## config.mk

```make
export PLATFORM = sky130hd
export DESIGN_NAME = pipe_hazard_ctrl
export DESIGN_NICKNAME = d
export VERILOG_FILES = /design/src/rtl/pipe_hazard_ctrl.sv
export SDC_FILE = /design/constraint.sdc
export NUM_CORES = 1
export LEC_CHECK = 0
export CAP_MARGIN = 20
export CELL_PAD_IN_SITES_DETAIL_PLACEMENT = 0
export CELL_PAD_IN_SITES_GLOBAL_PLACEMENT = 2
export CORE_ASPECT_RATIO = 0.6
export CORE_MARGIN = 2
export CORE_UTILIZATION = 12
export DETAILED_ROUTE_END_ITERATION = 8
export GPL_ROUTABILITY_DRIVEN = 0
export PLACE_DENSITY_LB_ADDON = 0.1
export RECOVER_POWER = 50
export SYNTH_ARGS = -nofsm -noshare
export SYNTH_HDL_FRONTEND = slang
export SYNTH_SLANG_ARGS = --single-unit
```

## constraint.sdc

```tcl
create_clock -name clk -period 1.5 [get_ports clk]
set_clock_uncertainty 0.15 [all_clocks]
set_input_delay 0.15 -clock clk [delete_from_list [all_inputs] [get_ports clk]]
set_output_delay 0.15 -clock clk [all_outputs]
set_load 0.02 [all_outputs]
```

## src/rtl/pipe_hazard_ctrl.sv

```systemverilog
// Stall/flush scheduler for the 5-stage pipeline: load-use bubbles, branch flushes,
// memory-wait holds with timeout. Optional perf counters under HAZ_PERF_CNT_EN.
module pipe_hazard_ctrl #(
   parameter int REG_AW      = 5,
   parameter int MEM_TIMEOUT = 16,
   parameter int CNT_W       = 32
) (
   input  logic              clk,
   input  logic              rst,
   input  logic [REG_AW-1:0] ID_rs1,
   input  logic [REG_AW-1:0] ID_rs2,
   input  logic              ID_use_rs1,
   input  logic              ID_use_rs2,
   input  logic [REG_AW-1:0] ID_EX_rd,
   input  logic              ID_EX_MemRead,
   input  logic              EX_branch_taken,
   input  logic              EX_MEM_MemRead,
   input  logic              EX_MEM_MemWrite,
   input  logic              dmem_ready,
   output logic              dmem_req,
   output logic              pc_stall,
   output logic              IF_ID_stall,
   output logic              IF_ID_flush,
   output logic              ID_EX_stall,
   output logic              ID_EX_flush,
   output logic              EX_MEM_stall,
   output logic              MEM_WB_bubble,
   output logic              mem_timeout_err,
   output logic [CNT_W-1:0]  perf_stall,
   output logic [CNT_W-1:0]  perf_flush,
   output logic [CNT_W-1:0]  perf_lu
);

   localparam int CW = $clog2(MEM_TIMEOUT + 1);

   typedef enum logic {S_RUN, S_WAIT} state_t;

   state_t        state, state_nxt;
   logic [CW-1:0] wait_cnt, wait_cnt_nxt;
   logic          err_nxt;
   logic          mem_acc, lu, mstall, timeout_hit;

   assign mem_acc  = EX_MEM_MemRead | EX_MEM_MemWrite;
   assign dmem_req = mem_acc;

   assign lu = ID_EX_MemRead && (ID_EX_rd != '0) &&
               ((ID_use_rs1 && (ID_rs1 == ID_EX_rd)) || (ID_use_rs2 && (ID_rs2 == ID_EX_rd)));

   // wait_cnt is the number of stalled cycles already spent on this access, so the
   // access is released once it has been held for MEM_TIMEOUT cycles.
   assign timeout_hit = (state == S_WAIT) && (wait_cnt == CW'(MEM_TIMEOUT));
   assign mstall      = mem_acc && !dmem_ready && !timeout_hit;

   always_ff @(posedge clk) begin
      if (rst) begin
         state           <= S_RUN;
         wait_cnt        <= '0;
         mem_timeout_err <= 1'b0;
      end else begin
         state           <= state_nxt;
         wait_cnt        <= wait_cnt_nxt;
         mem_timeout_err <= err_nxt;
      end
   end

   always_comb begin
      state_nxt    = state;
      wait_cnt_nxt = wait_cnt;
      err_nxt      = mem_timeout_err;
      case (state)
         S_RUN: begin
            if (mem_acc && !dmem_ready) begin
               state_nxt    = S_WAIT;
               wait_cnt_nxt = CW'(1);
            end
         end
         S_WAIT: begin
            if (!mem_acc || dmem_ready) begin
               state_nxt    = S_RUN;
               wait_cnt_nxt = '0;
            end else if (timeout_hit) begin
               state_nxt    = S_RUN;
               wait_cnt_nxt = '0;
               err_nxt      = 1'b1;
            end else begin
               wait_cnt_nxt = wait_cnt + CW'(1);
            end
         end
         default: begin
            state_nxt    = S_RUN;
            wait_cnt_nxt = '0;
         end
      endcase
   end

   // A memory hold freezes the branch in EX, so its flush waits until the hold ends.
   always_comb begin
      pc_stall      = 1'b0;
      IF_ID_stall   = 1'b0;
      IF_ID_flush   = 1'b0;
      ID_EX_stall   = 1'b0;
      ID_EX_flush   = 1'b0;
      EX_MEM_stall  = 1'b0;
      MEM_WB_bubble = 1'b0;
      if (mstall) begin
         pc_stall      = 1'b1;
         IF_ID_stall   = 1'b1;
         ID_EX_stall   = 1'b1;
         EX_MEM_stall  = 1'b1;
         MEM_WB_bubble = 1'b1;
      end else if (EX_branch_taken) begin
         IF_ID_flush = 1'b1;
         ID_EX_flush = 1'b1;
      end else if (lu) begin
         pc_stall    = 1'b1;
         IF_ID_stall = 1'b1;
         ID_EX_flush = 1'b1;
      end
   end

`ifdef HAZ_PERF_CNT_EN
   logic flush_ev, lu_ev;
   assign flush_ev = !mstall && EX_branch_taken;
   assign lu_ev    = !mstall && !EX_branch_taken && lu;

   always_ff @(posedge clk) begin
      if (rst) begin
         perf_stall <= '0;
         perf_flush <= '0;
         perf_lu    <= '0;
      end else begin
         if (mstall && !(&perf_stall))   perf_stall <= perf_stall + CNT_W'(1);
         if (flush_ev && !(&perf_flush)) perf_flush <= perf_flush + CNT_W'(1);
         if (lu_ev && !(&perf_lu))       perf_lu    <= perf_lu + CNT_W'(1);
      end
   end
`else
   assign perf_stall = '0;
   assign perf_flush = '0;
   assign perf_lu    = '0;
`endif

endmodule

```

# Word level (Yosys, flattened, before mapping)
# Index checks and enable logic that the tools add are counted.
# W data, S select, Z words.
# op_classes
n_addsub	1
n_eq_ne	4
n_mux	16
bitwise	3
n_reduce_logical	14
# op_table
operator	count
$mux W5	3
$mux W1	11
$eq A5 B5 Y1	2
$pmux W5 S2	1
$logic_and A1 B1 Y1	7
$add A5 B1 Y5 const B	1
$eq A5 B5 Y1 const B	1
$reduce_bool A5 Y1	1
$logic_not A1 Y1	3
$reduce_and A3 Y1	1
$logic_or A1 B1 Y1	2
$ne A2 B2 Y1 const B	1
$not A1 Y1	2
$pmux W1 S2	1
$or A1 B1 Y1	1
# totals
register_bits	7
inputBits	24
wordCells	41

# Longest topological paths before layout
# Gate-level depths: netlist of run 1.
# depth
ltp_word	7
depth_mapped	8
mapped_depth_nobuf	8

# Worst setup path before layout of run 1
# No wires, ideal clock.
# synth_timing
path_type	input -> output
from	in ID_EX_rd[3]
to	out pc_stall
arrival_time_ps	1619
t_required_ps	1200
slack_ps	-419
stages	5
path_buffers	1
cell_sequence	xor2_1 > nor4_1 > a32oi_1 > o31ai_1 > buf_4
# synth_via
elab_chain_cells	7
# synth_lines
item	line_no	text
start: declaration	14	input logic [REG_AW-1:0] ID_EX_rd,
$eq A5 B5 Y1	47	((ID_use_rs1 && (ID_rs1 == ID_EX_rd)) || (ID_use_rs2 && (ID_rs2 == ID_EX_rd)));
$logic_and A1 B1 Y1	47	
$logic_or A1 B1 Y1	47	
$logic_and A1 B1 Y1 *	46	assign lu = ID_EX_MemRead && (ID_EX_rd != '0) &&
$mux W1 * (3 in a row)	n/a	
end: declaration	21	output logic pc_stall,
# Every way passes the cells marked *; elsewhere a longest branch is shown, timed or not.

# Final worst setup path of run 1
# layout_timing
from	reg wait_cnt[0]
to	out ID_EX_flush
# layout_via
elab_chain_cells	5
# layout_lines
item	line_no	text
start: declaration	39	logic [CW-1:0] wait_cnt, wait_cnt_nxt;
start signal: assignment	61	wait_cnt <= wait_cnt_nxt;
$eq A5 B5 Y1	51	assign timeout_hit = (state == S_WAIT) && (wait_cnt == CW'(MEM_TIMEOUT));
$logic_and A1 B1 Y1	51	
$logic_not A1 Y1	52	assign mstall = mem_acc && !dmem_ready && !timeout_hit;
$logic_and A1 B1 Y1	52	
$mux W1	105	if (mstall) begin
end: declaration	25	output logic ID_EX_flush,
# No other way between the ends.

==> results of run 1 <==
==> final timing paths <==
kind	slack [ps]	cells past startpoint	start	to
min reg2reg	340	2	wait_cnt[0]$_SDFFE_PP0P_	wait_cnt[0]$_SDFFE_PP0P_
max reg2reg	-180	9	wait_cnt[0]$_SDFFE_PP0P_	wait_cnt[2]$_SDFFE_PP0P_
min	340	2	wait_cnt[0]$_SDFFE_PP0P_	wait_cnt[0]$_SDFFE_PP0P_
max	-440	9	wait_cnt[0]$_SDFFE_PP0P_	ID_EX_flush
==> flip-flops by register name, indices dropped and copies added (netlist names) <==
signal           flops
wait_cnt             5
state                1
mem_timeout_err      1
==> worst max-delay path, cell delays in order, from the launching register on <==
cell	delay (ps)
dfxtp_2	320
inv_2	70
ha_4	120
and4bb_4	240
nand2_2	60
nand2_4	80
inv_6	30
or2_4	250
o21bai_4	110
buf_6	130
==> per-layer routing <==
metal / global-route usage (%) / vias to the layer above / share of wire (%)
li1: - / 439 / -
met1: 7.14 / 411 / 48
met3: 1.21 / 2 / 7.4
met4: 1.41 / 0 / 0.93
met5: 0 / - / 0
met2: 7.00 / 54 / 43
==> kinds of logic after synthesis <==
group,count (synthesis)
other,1
adder cells (fa/ha/maj),2
buffers and inverters,103
AO/OA/AOI/OAI,15
AND/OR/NAND/NOR,27
XOR/XNOR,10
flip-flops,7
==> cell type report <==
cell class / count / area share, %
clock buffer: 4 / 4.51
inverter: 4 / 1.15
multi-input combinational: 150 / 50.1
sequential: 7 / 8.17
tap: 139 / 9.96
timing repair buffer: 53 / 26.1
==> power by group <==
part	leakage (nW)	switching (mW)	internal (mW)
sequential	0.0576	0.00268	0.192
combinational	0.718	0.332	0.139
clock	0.0382	0.103	0.354
==> layout by cell type, fill, tap and decap left out, drive strengths merged, types with 2 or more instances in the layout <==
cell type,n
o21ai,3
nor2,6
nand2,4
dfxtp,7
xor2,8
xnor2,2
a21oi,5
nand3,4
nor3,2
clkbuf,5
conb,96
nor4,3
buf,32
clkdlybuf4s50,10
o21bai,2
or2,2
inv,4
clkdlybuf4s15,3
ha,2
dlygate4sd2,7
==> timing repair <==
item | 4_1_cts | 5_1_grt
setup buffers | 2 | 1
pin swaps | 10 | 5
endpoints found under the setup margin | 11 | 13
endpoints found under the hold margin | 0 | 0
gates resized for setup | 82 | 14
==> impl_summary.txt, run 1 <==
----------------------------------------------------
[Floorplan]
  Horiz. Die Dim ... 137 µm
  Io pins ... 129
  Die Ht ... 83.7 µm
  Initial standard-cell utilization of the core ... 12.2%
  Die area ... 11500 µm²
  Standard cell core area ... around 10000 µm²
  Row count ... 29

[Setup path]
  Type of element launching the critical path ... flip-flop
  Type of destination of the critical path ... output pin
  Type of the worst setup path ... reg -> out
  Worst Path Max Fanout ... 3
  Critical path required time ... approximately 1200 ps
  Critical path data arrival time ... 1640 ps

[Detailed routing]
  Routed len/inst ... 8.16 µm
  Via/cell ratio ... 2.54
  Final ANT Viol Nets ... 0
  Post-detailed-routing wire length ... 2910 µm
  Routed vias ... slightly above 900
  Post-detailed-route DRC marker count ... 0
  Count of TritonRoute iterations in the first routing pass ... 4
  DRT iter0 DRCs ... 19

[Clocking]
  CTS tree ... done
  Clock edge transition at the registers on the reported setup and hold paths ... around 40 ps
  Clock tree root buffer cell ... clkbuf_16
  TritonCTS Buffers ... 3
  Clk_lat worst skew ... 230 ps
  Number of H-tree levels ... 1
  Clock Path Buffers ... 2
  Quantity of hold-fixing buffers added after cts ... 0
  Clock sinks ... 7

[Power and ir drop]
  Total Power Consumption ... 1.12 mW
  Peak supply drop ... ~290 µV
  Static leakage ... 0.814 nW
  Power per standard cell area ... 643 nW/µm²

[GRT]
  First-pass GRT wire length ... 4150 µm
  Congestion Overflow GR ... 0
  Largest net degree at the start of global routing ... 8
  Via count of the first global-routing pass ... 729
  Global-route usage over all layers ... 4.89%
  Initial antenna violation count ... 0

[Synthesis]
  Main flop type after synthesis ... dfxtp_1
  Share of synthesized registers carrying an async set or reset ... 0%
  Post-synthesis compound-gate area fraction ... 7.78%
  Yosys top cell by area ... buf_4
  Per-instance average area after synthesis ... 7.70 µm²
  Post-Synth XOR/XNOR Area ... 6.89%
  Post-synth cell types ... 32
  Most numerous cell in the Yosys netlist ... buf_4
  Dominant combinational cell family by area after synthesis ... buffers and inverters
  Number of storage elements in the synthesis netlist ... 7
  Synth top cells by count ... buf_4, xor2_1, dfxtp_1
  Sequential cell area fraction in the yosys report ... between 10% and 20%
  Adder and majority gate portion of the synthesized area ... 1.97%
  Yosys top cell area share ... 58.5%
  Multiplexer share of the synthesized area ... 0%
  Simple-Gate Fraction of Synth Area ... 12.4%
  EDFF count, synth ... 0
  Combined area of all synthesized cells ... 1270 µm²
  Count of synthesis-stage warnings from yosys ... 0
  Cells taking the most area after synthesis ... buf_4, dfxtp_1, xor2_1, a21oi_1, ha_1
  Synthesized netlist cell count ... ~170

[Timing]
  Number of endpoints with negative hold slack in the final report ... 0
  Highest achievable clock rate ... 516 MHz
  Final hold slack ... roughly 340 ps
  Setup repair after global routing missed its margin ... yes
  Final setup violation count ... 10
  Final clock period utilization by the worst path ... 129%
  PnR worst setup slack ... -438 ps
  Total count of max-transition violations in the final report ... 0
  Sum of negative setup slack ... -2310 ps
  Post-route minimum period ... 1940 ps

[Cells and area]
  ANT cells ... 0
  Area taken by flip-flops and latches ... 143 µm²
  Final Util ... 16.7%
  Number of standard cells in the layout, taps in and fillers out ... 357
  Fill cell instance count of the final layout ... approximately 1200
  Area of the multi-input gates ... 875 µm²
  Growth of design area from synthesis to finish ... 37.4%
  # nets final ... 245
  Share of layout cells above drive strength 1 ... between 30% and 40%
  Final cell area excluding filler cells ... 1750 µm²

[Outcome]
  Failing checks ... setup timing
  Status ... finished with violations

[Placement]
  Number of buffers inserted by port buffering ... 32
  Cell total after placement ... 352
  Pre-CTS setup slack ... -1110 ps
  HPWL reported at the end of detailed placement ... around 2500 µm
  Total cell area at the placement stage ... 1580 µm²

[Min path]
  Kind of path behind the tightest hold check ... reg -> reg

[Flow run]
  Number of violations of the max-capacitance limit ... 0

----------------------------------------------------
No activity file was read; power rests on OpenSTA's default activity.
==> run 2, diff against run 1 <==
--- a/config.mk
+++ b/config.mk
@@ -6,8 +6,9 @@
 export NUM_CORES = 1
 export LEC_CHECK = 0
+export ABC_AREA = 1
 export CAP_MARGIN = 20
 export CELL_PAD_IN_SITES_DETAIL_PLACEMENT = 0
 export CELL_PAD_IN_SITES_GLOBAL_PLACEMENT = 2
-export CORE_ASPECT_RATIO = 0.6
+export CORE_ASPECT_RATIO = 1.1
 export CORE_MARGIN = 2
 export CORE_UTILIZATION = 12
--- a/constraint.sdc
+++ b/constraint.sdc
@@ -3,3 +3,3 @@
 set_input_delay 0.15 -clock clk [delete_from_list [all_inputs] [get_ports clk]]
 set_output_delay 0.15 -clock clk [all_outputs]
-set_load 0.02 [all_outputs]
+set_load 0.01 [all_outputs]
==> run 2 against run 1 <==
The run still ends with setup timing left; sequential share of layout area fell by 0.19 points; cell count increased by 16%; synthesized area grew 8.9%; setup slack better by 220 ps; via count up 14%; clock power rose by 2%; first-iteration DRC count shrank 5.3%; combinational power down 26%; die area rose by 8.3%; cell area up 2.4%; sequential cell count unchanged.
==> impl_summary.txt, run 2 <==
----------------------------------------------------
[Detailed routing]
  Final ANT Viol Nets ... 0
  Routed vias ... 1032
  Via/cell ratio ... between 2 and 2.5
  Post-detailed-routing wire length ... 2990 µm
  DRT iter0 DRCs ... 18
  Routed len/inst ... 7.22 µm
  Post-detailed-route DRC marker count ... 0
  Count of TritonRoute iterations in the first routing pass ... 3

[Cells and area]
  Share of layout cells above drive strength 1 ... 23.1%
  Most frequent cells in the layout ... conb_1, nand2_1, clkdlybuf4s50_1, buf_4, inv_1
  ANT cells ... 0
  Flip-flop count of the largest register, all copies and words added ... 5
  Most frequent standard cell in the layout excluding fill and tap cells ... conb_1
  Number of standard cells in the layout, taps in and fillers out ... a little over 400
  # nets final ... ~290
  Growth of design area from synthesis to finish ... 29.3%
  Largest registers ... wait_cnt (5), mem_timeout_err (1), state (1)
  Register with the highest flop count ... wait_cnt

[Clocking]
  Clock tree root buffer cell ... clkbuf_16
  Number of H-tree levels ... 1
  Quantity of hold-fixing buffers added after cts ... 0
  Clk_lat worst skew ... 230 ps
  Clock Path Buffers ... 2
  TritonCTS Buffers ... 3
  Clock edge transition at the registers on the reported setup and hold paths ... roughly 40 ps
  CTS tree ... done
  Clock sinks ... 7

[Placement]
  HPWL reported at the end of detailed placement ... 2650 µm
  Number of buffers inserted by port buffering ... 32
  Cell total after placement ... 406
  Pre-CTS setup slack ... -801 ps

[GRT]
  Congestion Overflow GR ... 0
  Largest net degree at the start of global routing ... 5
  Via count of the first global-routing pass ... roughly 850
  Initial antenna violation count ... 0
  First-pass GRT wire length ... roughly 4300 µm
  Global-route usage over all layers ... 4.50%

[Setup path]
  Type of the worst setup path ... reg -> out
  Reg2reg start ... wait_cnt[0]$_SDFFE_PP0P_
  CP Cell Sequence ... inv_2 > ha_4 > nand3_4 > o21ai_4 > buf_6 > nand3_2 > nand2_1 > buf_2
  Reg2Reg Setup Slack ... about 120 ps
  CP max stage cell ... dfxtp_2
  R2R Path End ... wait_cnt[4]$_SDFFE_PP0P_
  Critical path data arrival time ... between 1000 and 1500 ps
  Launch point of the critical path ... wait_cnt[1]$_SDFFE_PP0P_
  Depth of the worst register-to-register path ... 7
  Longest individual stage delay on the worst path ... about 320 ps
  Worst Path Max Fanout ... 4
  Worst setup path endpoint ... ID_EX_flush
  Type of element launching the critical path ... flip-flop
  Critical path required time ... 1200 ps
  Type of destination of the critical path ... output pin

[Power and ir drop]
  Cell-internal power ... 0.677 mW
  Logic gate share of total power ... approximately a third
  Static leakage ... 0.956 nW
  Switching share of total power ... 32.9%
  Peak supply drop ... just under 200 µV
  Power per standard cell area ... around 560 nW/µm²
  Switching component of the power ... 0.332 mW
  Portion of total power attributed to the clock network ... 46.3%
  Fraction of power consumed by sequential logic ... 19.2%
  Total Power Consumption ... 1.01 mW

[Flow run]
  Number of violations of the max-capacitance limit ... 0

[Synthesis]
  Main flop type after synthesis ... dfxtp_1
  Combined area of all synthesized cells ... 1380 µm²
  Sequential cell area fraction in the yosys report ... between 10% and 20%
  EDFF count, synth ... 0
  Synthesized netlist cell count ... 214
  Post-synth cell types ... 23
  Cells taking the most area after synthesis ... buf_4, nand2_1, dfxtp_1, inv_1, nor2_1
  Most numerous cell in the Yosys netlist ... buf_4
  Yosys top cell by area ... buf_4
  Synth top cells by count ... buf_4, nand2_1, inv_1
  Yosys top cell area share ... 53.7%
  Count of synthesis-stage warnings from yosys ... 0
  Number of storage elements in the synthesis netlist ... 7
  Share of synthesized registers carrying an async set or reset ... 0%
  Per-instance average area after synthesis ... 6.47 µm²

[Timing]
  Setup repair after global routing missed its margin ... yes
  Highest achievable clock rate ... 583 MHz
  Number of endpoints with negative hold slack in the final report ... 0
  PnR worst setup slack ... -217 ps
  Sum of negative setup slack ... -1220 ps
  Final setup violation count ... 7
  Post-route minimum period ... between 1500 and 2000 ps
  Final clock period utilization by the worst path ... 114%
  Total count of max-transition violations in the final report ... 0

[Outcome]
  Status ... finished with violations
  Failing checks ... setup timing

[Floorplan]
  Standard cell core area ... 11300 µm²
  Die area ... 12400 µm²
  Row count ... between 40 and 50
  Horiz. Die Dim ... 106 µm
  Initial standard-cell utilization of the core ... 12.2%
  Die Ht ... 117 µm
  Io pins ... 129

[Min path]
  Kind of path behind the tightest hold check ... reg -> reg

----------------------------------------------------
run 2: cell count changes after synthesis, sizes merged, moves of 3 or more:
| cell | change |
|---|---|
| nor2 | +9 |
| xor2 | -7 |
| nor4 | -3 |
| inv | +21 |
| nand2 | +39 |
| nand3 | +3 |
run 2: logic make-up (layout without fill, tap and decap cells):
| group | Yosys count | after routing | share of synthesized area (%) |
|---|---|---|---|
| compound gates | 10 | 10 | 5.43 |
| xor+xnor | 1 | 1 | 0.633 |
| fa+ha+maj | 2 | 2 | 1.81 |
| buf+inv | 125 | 80 | 60.8 |
| flops | 7 | 7 | 10.1 |
| other cells | 1 | 96 | 0.271 |
| simple gates | 68 | 68 | 21.0 |
run 2: layout make-up:
class / count / area [µm²]
tap: 150 / 188
multi-input combinational: 177 / 825
sequential: 7 / 143
inverter: 26 / 97.6
fill: 1337 / 9550
timing repair buffer: 50 / 458
clock buffer: 4 / 78.8
run 2: how the worst min path moves through the flow:
stage | cells after the start | end | slack, ps | from
finish | 2 | mem_timeout_err$_SDFFE_PP0P_ | 330 | mem_timeout_err$_SDFFE_PP0P_
global route | 2 | mem_timeout_err$_SDFFE_PP0P_ | 380 | mem_timeout_err$_SDFFE_PP0P_
CTS | 2 | mem_timeout_err$_SDFFE_PP0P_ | 340 | mem_timeout_err$_SDFFE_PP0P_
detailed placement | 2 | mem_timeout_err$_SDFFE_PP0P_ | 330 | mem_timeout_err$_SDFFE_PP0P_
global placement | 2 | mem_timeout_err$_SDFFE_PP0P_ | 310 | mem_timeout_err$_SDFFE_PP0P_
floorplan | 1 | wait_cnt[4]$_SDFFE_PP0P_ | 60 | rst
run 2: critical path, delay by kind of cell (launching register included):
| family | cells | cell delay [ps] |
|---|---|---|
| AO/OA/AOI/OAI | 1 | 200 |
| adder cells (fa/ha/maj) | 1 | 140 |
| buffers and inverters | 3 | 330 |
| flip-flops | 1 | 320 |
| AND/OR/NAND/NOR | 3 | 190 |
run 2: repair_timing:
item	CTS	global route
pin swaps	8	3
endpoints found under the setup margin	8	8
resized for setup	55	7
buffers inserted	3	1
run 2: power by group through the flow:
stage                     combinational (mW)  sequential, mW  clock [mW]
after floorplan                        0.373           0.197           0
after global placement                 0.334           0.196           0
after detailed placement               0.327           0.196           0
after CTS                              0.342           0.194       0.481
after global routing                   0.396           0.195       0.487
final                                  0.348           0.194       0.467
run 2: per-layer routing:
layer  vias up  track usage [%]  part of all wire [%]
met5         -                0                     0
met1       427             4.90                    38
met2        52             7.95                    50
met4         0             1.58                   1.3
li1        548                -                     -
met3         5             1.84                    10
run 2: metrics by stage:
stage | hold WS [ps] | util [%] | cell area, µm²
after floorplan | 62.4 | - | 1740
final | 330 | 15.8 | 1790
after CTS | 338 | 15.5 | 1760
after global placement | 312 | 14.2 | 1610
after detailed placement | 325 | 14.2 | 1610
after global routing | 377 | 15.8 | 1790
